===== src/rtl/sync_fifo.sv =====
// Single-clock FIFO: circular memory with wrap-compare pointers and an occupancy
// counter, so any DEPTH >= 2 works. RD_BUFFER selects registered or fall-through read data.
module sync_fifo #(
  parameter int DEPTH      = 12,
  parameter int DATA_WIDTH = 8,
  parameter int RD_BUFFER  = 1
) (
  input  logic                  clk,
  input  logic                  rst,
  input  logic [DATA_WIDTH-1:0] data_wr,
  input  logic                  wr_en,
  output logic                  fifo_full,
  output logic [DATA_WIDTH-1:0] data_rd,
  input  logic                  rd_en,
  output logic                  fifo_empty
);

  localparam int PW = (DEPTH > 1) ? $clog2(DEPTH) : 1;
  localparam int CW = $clog2(DEPTH + 1);

  logic [DATA_WIDTH-1:0] mem [DEPTH];
  logic [PW-1:0]         wr_ptr;
  logic [PW-1:0]         rd_ptr;
  logic [CW-1:0]         count;
  logic                  wr_accept;
  logic                  rd_accept;

  assign fifo_full  = (count == CW'(DEPTH));
  assign fifo_empty = (count == '0);
  assign wr_accept  = wr_en & ~fifo_full;
  assign rd_accept  = rd_en & ~fifo_empty;

  // Storage is deliberately left out of reset.
  always_ff @(posedge clk) begin
    if (wr_accept) begin
      mem[wr_ptr] <= data_wr;
    end
  end

  always_ff @(posedge clk or negedge rst) begin
    if (!rst) begin
      wr_ptr <= '0;
      rd_ptr <= '0;
      count  <= '0;
    end else begin
      if (wr_accept) begin
        wr_ptr <= (wr_ptr == PW'(DEPTH - 1)) ? '0 : wr_ptr + 1'b1;
      end
      if (rd_accept) begin
        rd_ptr <= (rd_ptr == PW'(DEPTH - 1)) ? '0 : rd_ptr + 1'b1;
      end
      case ({wr_accept, rd_accept})
        2'b10:   count <= count + 1'b1;
        2'b01:   count <= count - 1'b1;
        default: count <= count;
      endcase
    end
  end

  if (RD_BUFFER != 0) begin : g_rd_reg
    always_ff @(posedge clk or negedge rst) begin
      if (!rst) begin
        data_rd <= '0;
      end else if (rd_accept) begin
        data_rd <= mem[rd_ptr];
      end
    end
  end else begin : g_rd_fwft
    assign data_rd = mem[rd_ptr];
  end

endmodule


===== config.mk =====
export PLATFORM = sky130hd
export DESIGN_NAME = sync_fifo
export DESIGN_NICKNAME = d
export VERILOG_FILES = /design/src/rtl/sync_fifo.sv
export SDC_FILE = /design/constraint.sdc
export NUM_CORES = 1
export LEC_CHECK = 0
export CAP_MARGIN = 20
export CORE_MARGIN = 2
export CORE_UTILIZATION = 60
export DETAILED_ROUTE_END_ITERATION = 16
export GPL_TIMING_DRIVEN = 0
export PLACE_DENSITY = 0.89
export SKIP_LAST_GASP = 1
export SLEW_MARGIN = 20
export SYNTH_ARGS = -nofsm -noshare
export SYNTH_HDL_FRONTEND = slang
export SYNTH_SLANG_ARGS = --single-unit

===== constraint.sdc =====
create_clock -name clk -period 2.8 [get_ports clk]
set_clock_uncertainty 0.1 [all_clocks]
set_input_delay 0.84 -clock clk [delete_from_list [all_inputs] [get_ports clk]]
set_output_delay 0.84 -clock clk [all_outputs]
set_load 0.005 [all_outputs]

# ---- Word-level counts from Yosys, hierarchy flattened
# Memory sizes are Yosys's and may differ from the RTL's. A register that Yosys moved wholly into a read port is not among the register bits.
# Index checks and enable logic that the tools add are counted.
dict set report totals {
  wordCells 25
  n_memories 1
  ram_bits 96
  out_inout_bits 10
  reg_bits 12
}
# memory depth width rd rd_ports_with_merged_regs write_ports line_no
set mem_list {}
lappend mem_list {mem 12 8 1 1 1 21} ;# logic [DATA_WIDTH-1:0] mem [DEPTH];
dict set report op_classes {
  bitwise_logic 4
  n_mux 5
  n_reduce_logical 3
  n_eq_ne 5
  addsub 4
}
# cell n
set ops {}
lappend ops {{$add A4 B1 Y4 const B} 3}
lappend ops {{$eq A4 B4 Y1 const B} 3}
lappend ops {{$mux W4} 2}
lappend ops {{$pmux W4 S2} 1}
lappend ops {{$logic_not A4 Y1} 1}
lappend ops {{$sub A4 B1 Y4 const B} 1}
lappend ops {{$and A1 B1 Y1} 2}
lappend ops {{$eq A2 B1 Y1 const B} 1}
lappend ops {{$eq A2 B2 Y1 const B} 1}
lappend ops {{$mux W1} 2}
lappend ops {{$not A1 Y1} 2}
lappend ops {{$reduce_bool A2 Y1} 1}
lappend ops {{$logic_not A1 Y1} 1}

# ---- Longest topological paths before layout
# Gate-level depths: netlist of run 1.
dict set report depth {
  ltp_word 5
  ltp_mapped 9
  ltp_nobuf 9
}

# ---- Worst setup path before layout of run 1
# Ideal clock, no wire load.
dict set report synth_timing {
  path_type {input to register}
  startpoint {input port wr_en}
  endpoint {register count[3]}
  slack_ns 0.345
  setup_ns 0.116
  arrival_ns 2.240
  n_path_buf 0
  path_stages 7
  cell_sequence {nor2b_4 inv_1 ha_1 ha_1 a21oi_1 o21ai_0 o311ai_0}
}
dict set report synth_via {
  elab_chain_cells 3
  word_cells_on_any_way 5
}
# element line_no
set synth_rtl {}
lappend synth_rtl {{start: declaration} 11} ;# input logic wr_en,
lappend synth_rtl {{$and A1 B1 Y1 (*)} 30} ;# assign wr_accept = wr_en & ~fifo_full;
lappend synth_rtl {{$eq A2 B1 Y1 or $eq A2 B2 Y1 (tied branches)} 52} ;# case ({wr_accept, rd_accept})
lappend synth_rtl {{$pmux W4 S2 or $reduce_bool A2 Y1 (tied branches)} --}
lappend synth_rtl {{end signal: assignment} 53} ;# 2'b10: count <= count + 1'b1;
lappend synth_rtl {{end signal: assignment} 54} ;# 2'b01: count <= count - 1'b1;
lappend synth_rtl {{end signal: assignment} 55} ;# default: count <= count;
lappend synth_rtl {{end: declaration} 24} ;# logic [CW-1:0] count;
# Mark *: on every way between the ends. The rest lies on a longest branch, timed or not.
# A chain may end at the register's enable or synchronous reset.

# ---- Worst setup path after layout of run 1
dict set report layout_timing {
  startpoint {register count[0]}
  endpoint {output port fifo_full}
}
dict set report layout_via {
  elab_chain_cells 1
}
# element line_no
set layout_rtl {}
lappend layout_rtl {{$eq A4 B4 Y1} 28} ;# assign fifo_full = (count == CW'(DEPTH));
lappend layout_rtl {{end: declaration} 12} ;# output logic fifo_full,
# Every way passes these cells.

==> results of run 1 <==
## final timing paths
path / cells past startpoint / slack (ns) / end / startpoint
max in group asynchronous: 1 / 1.23 / count[1] / rst
min: 2 / 0.38 / data_rd[4] / data_rd[4]
max reg2reg: 9 / 0.19 / count[3] / count[3]
min in group asynchronous: 1 / 0.73 / wr_ptr[2] / rst
max: 2 / 0.04 / fifo_full / count[0]
min reg2reg: 2 / 0.38 / data_rd[4] / data_rd[4]
## logic make-up after synthesis
logic type | after synthesis
flops | 116
simple gates | 53
mux | 42
compound gates | 25
buf+inv | 20
fa+ha+maj | 9
xor+xnor | 2
## worst max-delay path, delay by kind of cell, from the launching register on
| family | cells | cell delay [ns] |
|---|---|---|
| AND/OR/NAND/NOR | 1 | 0.33 |
| flip-flops | 1 | 0.46 |
| buffers and inverters | 1 | 0.50 |
## synthesized netlist by cell type (all sizes together) (2+ instances only)
master	number
nor2	3
mux2i	8
nor4	2
buf	7
mux4	24
edfxtp	96
or3	2
and2	9
mux2	10
ha	8
nor3b	3
nor3	3
inv	9
clkbuf	4
o21ai	21
nand2	23
dfrtp	20
and3	3
## routing by layer
layer  wire [um]  GRT usage [%]  up-vias
li1            -              -     1135
met1        3770           30.6     1284
met2        4470           36.4       94
met3         547           7.90       23
met4         223           11.1        0
met5           0              0        -
## what timing repair did
| item | CTS | global route |
|---|---|---|
| pin swaps | 1 | 0 |
| endpoints found under the setup margin | 2 | 3 |
| buffers inserted | 1 | 0 |
| gates resized for setup | 1 | 6 |
| hold buffers | 0 | 0 |
## per-stage QoR
step | cell area, um2 | std cells | setup TNS, ns | hold slack, ns
2_1_floorplan | 4810 | 267 | 0 | 0.379
3_3_place_gp | 5150 | 390 | -2.70 | 0.366
3_5_place_dp | 5150 | 390 | -10.94 | 0.375
4_1_cts | 5770 | 423 | 0 | 0.388
5_1_grt | 5790 | 423 | -0.00195 | 0.395
6_report | 5790 | 423 | 0 | 0.381
## state kept, by name, indices dropped and copies added (netlist names)
signal	cells
mem	96
data_rd	8
count	4
rd_ptr	4
wr_ptr	4
## report_power, final
part	leakage [uW]	switching (uW)	internal, uW
combinational	0.000669	876	882
clock	0.000289	759	1440
sequential	0.00111	191	2180
## cells in the final DEF, fill, tap and decap left out, types with 4 or more instances in the layout
master,synthesis,routed
and2_1,9,9
bufinv_16,0,4
clkbuf_1,4,6
clkbuf_16,0,16
clkdlybuf4s50_1,0,21
clkinv_4,0,4
dfrtp_1,20,18
edfxtp_1,96,96
ha_1,8,7
inv_1,9,9
mux2_2,10,10
mux2i_1,8,8
mux4_1,9,9
mux4_2,15,15
nand2_1,23,23
o21ai_0,13,13
o21ai_1,8,8
## final cells by class
class	count	area (um2)	share of cell area (%)
inverters	9	33.8	0.583
plain buffers	11	72.6	1.25
well taps	102	128	2.20
clock inverters	13	184	3.17
flip-flops and latches	116	3390	58.4
clock buffers	19	422	7.28
multi-input cells	131	1350	23.3
repair buffers	22	218	3.76
==> impl_metrics.ini, run 1 <==
[power]
p_per_area_nw_per_um2 = 1090
power_uw = 6330
ir_drop_mv = 0.773
p_leak_uw = 0.00207

[timing]
relSlewSlack_pct = 37.5
fmax_mhz = 362
hold_viol_final = 0
worst_slack_ns = 0.0402
slew_viol_final = 0
worstMarginPinSlew_ns = 0.934
fin_crit_sh_pct = 98.6
setup_viol = 0
post-route-min-period_ns = 2.76

[floorplanning]
die_y_um = 93.6
start_util_pct = 62.0
die_x_um = 93.6
core_area_um2 = 7770
rows = 32
dieArea_um2 = 8760
io_pins = 22

[clock_network]
cts_max_level = 4
clockBufferDepth = 2
cts_tree = done
clockRootBuffer = clkbuf_8
cts_buffers = 17
clkTransAtPathRegs_ns = 0.06
cts.sinks = 116
insertion_delay_ns = 0.53

[setup_path]
cp-start-kind = register
critPathRequiredTime_ns = 1.86
slowest_delay_ns = 0.50
crit_type = register to output pin
cp_slowest_cell = clkdlybuf4s50_1
crit_fanout = 6
cp_cell_sequence = and4bb_2, clkdlybuf4s50_1
cp_data_arrival_time_ns = 1.82
endpoint_kind = output pin

[synth]
yosys.area.top_type = edfxtp_1
syn-cell-area_um2 = 4810
postSynthCellCount = 267
yosysWarnings = 0
ys_seq_area_share_pct = 70.3
synth_top_area_share_pct = 59.9
synth-edff-count = 96
synth_nets = 288
synthArstFlopShare_pct = 17.2
yosys.area_share.adder_pct = 2.49
ys_dominant_reg_cell = edfxtp_1
netlist_top_cells_area = edfxtp_1, dfrtp_1, mux4_2, mux4_1, mux2_2
synth_xor_xnor_area_share_pct = 0.364
ys_ff_latch = 116
synthSimpleGateAreaFrac_pct = 5.90
yosysUniqueCellTypes = 36
synth_top_family_by_area = multiplexers
synth_mux_area_share_pct = 15.9
syn_avg_cell_area_um2 = 18.0
synth_compound_gate_area_share_pct = 2.83

[layout]
syn_to_final_growth_pct = 20.3
final_core_util_pct = 74.6
diodes = 0
drive_gt1_share_pct = 21.8
n_fill_cell = 427
final_nets = 329

[global_routing]
grt_overflow = 0
antenna_found_initial = 0
grt_pass1_wl_um = 14500
grt_max_degree = 21
grt.total_usage_pct = 23.6
grt_pass1_vias = 2663

[drt]
via_count = 2536
vias_per_cell = 6.00
drcViolationCount = 0
wl_per_cell_um = 21.3
firstDrtPassIters = 5
wl_um = 9010
antenna_left = 0
drt_iter0_markers = 191

[place]
numPortBuffers = 21
dp_slack_ns = -0.532
gp_congestion = 0.813
hpwl_um = 5550

[min_path]
hold_class = register to register

[run]
drv_cap = 0

[run_status]
outcome = complete, no violations
(Power assumes the default switching activity.)
==> run 2: changes to the inputs <==
Settings changed: CAP_MARGIN 20 to not set.
==> results of run 2 <==
No change in the layout: final DEF, timing and power equal those of run 1.
==> run 3: changes to the inputs <==
Settings changed: ABC_CLOCK_PERIOD_IN_PS set to 2950, CORE_UTILIZATION 60 to 30, PLACE_DENSITY 0.89 to 0.55.
Clock period 2.8 ns to 2.95 ns, I/O delays scaled along.
==> run 3 against run 2 <==
Against the previous run:
- core utilization fell by 37 points
- sequential share of layout area down 1.8 points
- non-clock buffer count unchanged
- wire length up 5.7%
- die area up 95%
- final area is 3.2% higher
- cell count up 27%
==> impl_metrics.ini, run 3 (synthesis gave the netlist of run 1 again) <==
[layout]
drive_gt1_share_pct = 21.2
final_nets = 329
mostFrequentLayoutCells = edfxtp_1, nand2_1, dfrtp_1, clkdlybuf4s50_1, clkbuf_16
largest_reg_flops = 96
postLayoutCellArea_um2 = 5980
reg_top3 = mem x96, data_rd x8
top_register = mem
diodes = 0
seq_area_um2 = 3380
n_fill_cell = 1479
syn_to_final_growth_pct = 24.1
layout_commonest_cell = edfxtp_1
multi_input_area_um2 = 1340

[clock_network]
insertion_delay_ns = 0.41
cts_setup_buffers = 0
cts.sinks = 116
clkTransAtPathRegs_ns = 0.05
ctsResizeCount = 0
clockRootBuffer = clkbuf_16
cts_max_level = 4
cts_tree = done
cts_hold_buf = 0
cts_buffers = 17
clockBufferDepth = 2

[global_routing]
grt_pass1_wl_um = 14800
top_usage_layer = met2
gr-usage-met3_pct = 3.71
use_met2_pct = 20.3
grt_max_degree = 21
met1_usage_pct = 15.4
grt.total_usage_pct = 12.4
grt_pass1_vias = 2582
antenna_found_initial = 0
grt_overflow = 0

[drt]
antenna_left = 0
firstDrtPassIters = 4
vias_per_cell = 4.60
via_count = 2470
drcViolationCount = 0
wl_per_cell_um = 17.7
drt_iter0_markers = 200
wl_um = 9520

[place]
numPortBuffers = 21
gp_congestion = 0.757
placed_area_um2 = 5310
hpwl_um = 6040

[power]
ir_drop_mv = 0.484
power_uw = 6140
p_leak_uw = 0.00211
p_per_area_nw_per_um2 = 1030

[setup_path]
crit_type = input port to register
cp_data_arrival_time_ns = 2.91
critPathRequiredTime_ns = 3.11
endpoint_kind = register
cp-start-kind = input port
crit_fanout = 8

[timing]
rsz0062_at_grt = false
relSlewSlack_pct = 57.1
fmax_mhz = 364
hold_viol_final = 0
fin_crit_sh_pct = 93.1
post-route-min-period_ns = 2.75
worstMarginPinSlew_ns = 0.643
setup_viol = 0
slew_viol_final = 0

[floorplanning]
dieArea_um2 = 17100
io_pins = 22
start_util_pct = 30.5
core_area_um2 = 15800
rows = 46
die_x_um = 131
die_y_um = 131

[run_status]
outcome = complete, no violations

[run]
drv_cap = 0

[min_path]
hold_class = input port to asynchronous set/reset pin
run 3: cell types whose count changed in the layout (fill, tap and decap cells not counted), sizes merged:
cell	before	now
clkbuf	23	27
clkinv	7	4
clkinvlp	2	0
buf	8	9
bufinv	4	5
clkdlybuf4s50	21	20
run 3: final timing paths:
kind,startpoint,to,slack (ns),cells after the start
setup reg to reg,count[1],count[3],0.29,8
hold reg to reg,data_rd[7],data_rd[7],0.38,2
hold / removal,rst,count[2],0.35,1
setup / recovery,wr_en,count[3],0.20,9
max in group asynchronous,rst,rd_ptr[2],2.05,1
min in group clk,data_rd[7],data_rd[7],0.38,2
run 3: area by class of cell:
class,instances,area share (%)
Timing Repair Buffer,22,3.56
Clock buffer,23,8.17
Clock inverter,9,2.91
Buffer,11,1.21
Multi-Input combinational cell,131,22.4
Inverter,9,0.565
Tap cell,216,4.52
Sequential cell,116,56.6
run 3: metrics by stage:
step           setup WS, ns  hold WS, ns  cells  utilization (%)  TNS (ns)
4_1_cts              0.0481        0.392    537             37.9         0
2_1_floorplan         0.450        0.379    267                -         0
3_3_place_gp         -0.386        0.373    504             33.6     -5.99
3_5_place_dp         -0.314        0.379    505             33.7     -4.34
6_report              0.203        0.349    537             37.9         0
5_1_grt              0.0345        0.367    537             37.9         0
run 3: layer usage:
layer,part of all wire [%],vias to the layer above
met5,0,-
met4,0.93,0
met3,3.2,7
met2,51,39
met1,45,1286
li1,-,1138
run 3: critical path: stages:
cell	delay [ns]
clkdlybuf4s50_1	0.46
nor2b_4	0.21
inv_1	0.14
ha_1	0.32
ha_1	0.35
inv_1	0.07
nor4_1	0.24
nand4b_1	0.14
o311ai_0	0.11
run 3: power by group:
group	internal (uW)	leakage [uW]	switching, uW
Combinational	827	0.000669	819
Sequential	2060	0.00111	160
Clock	1580	0.000327	689
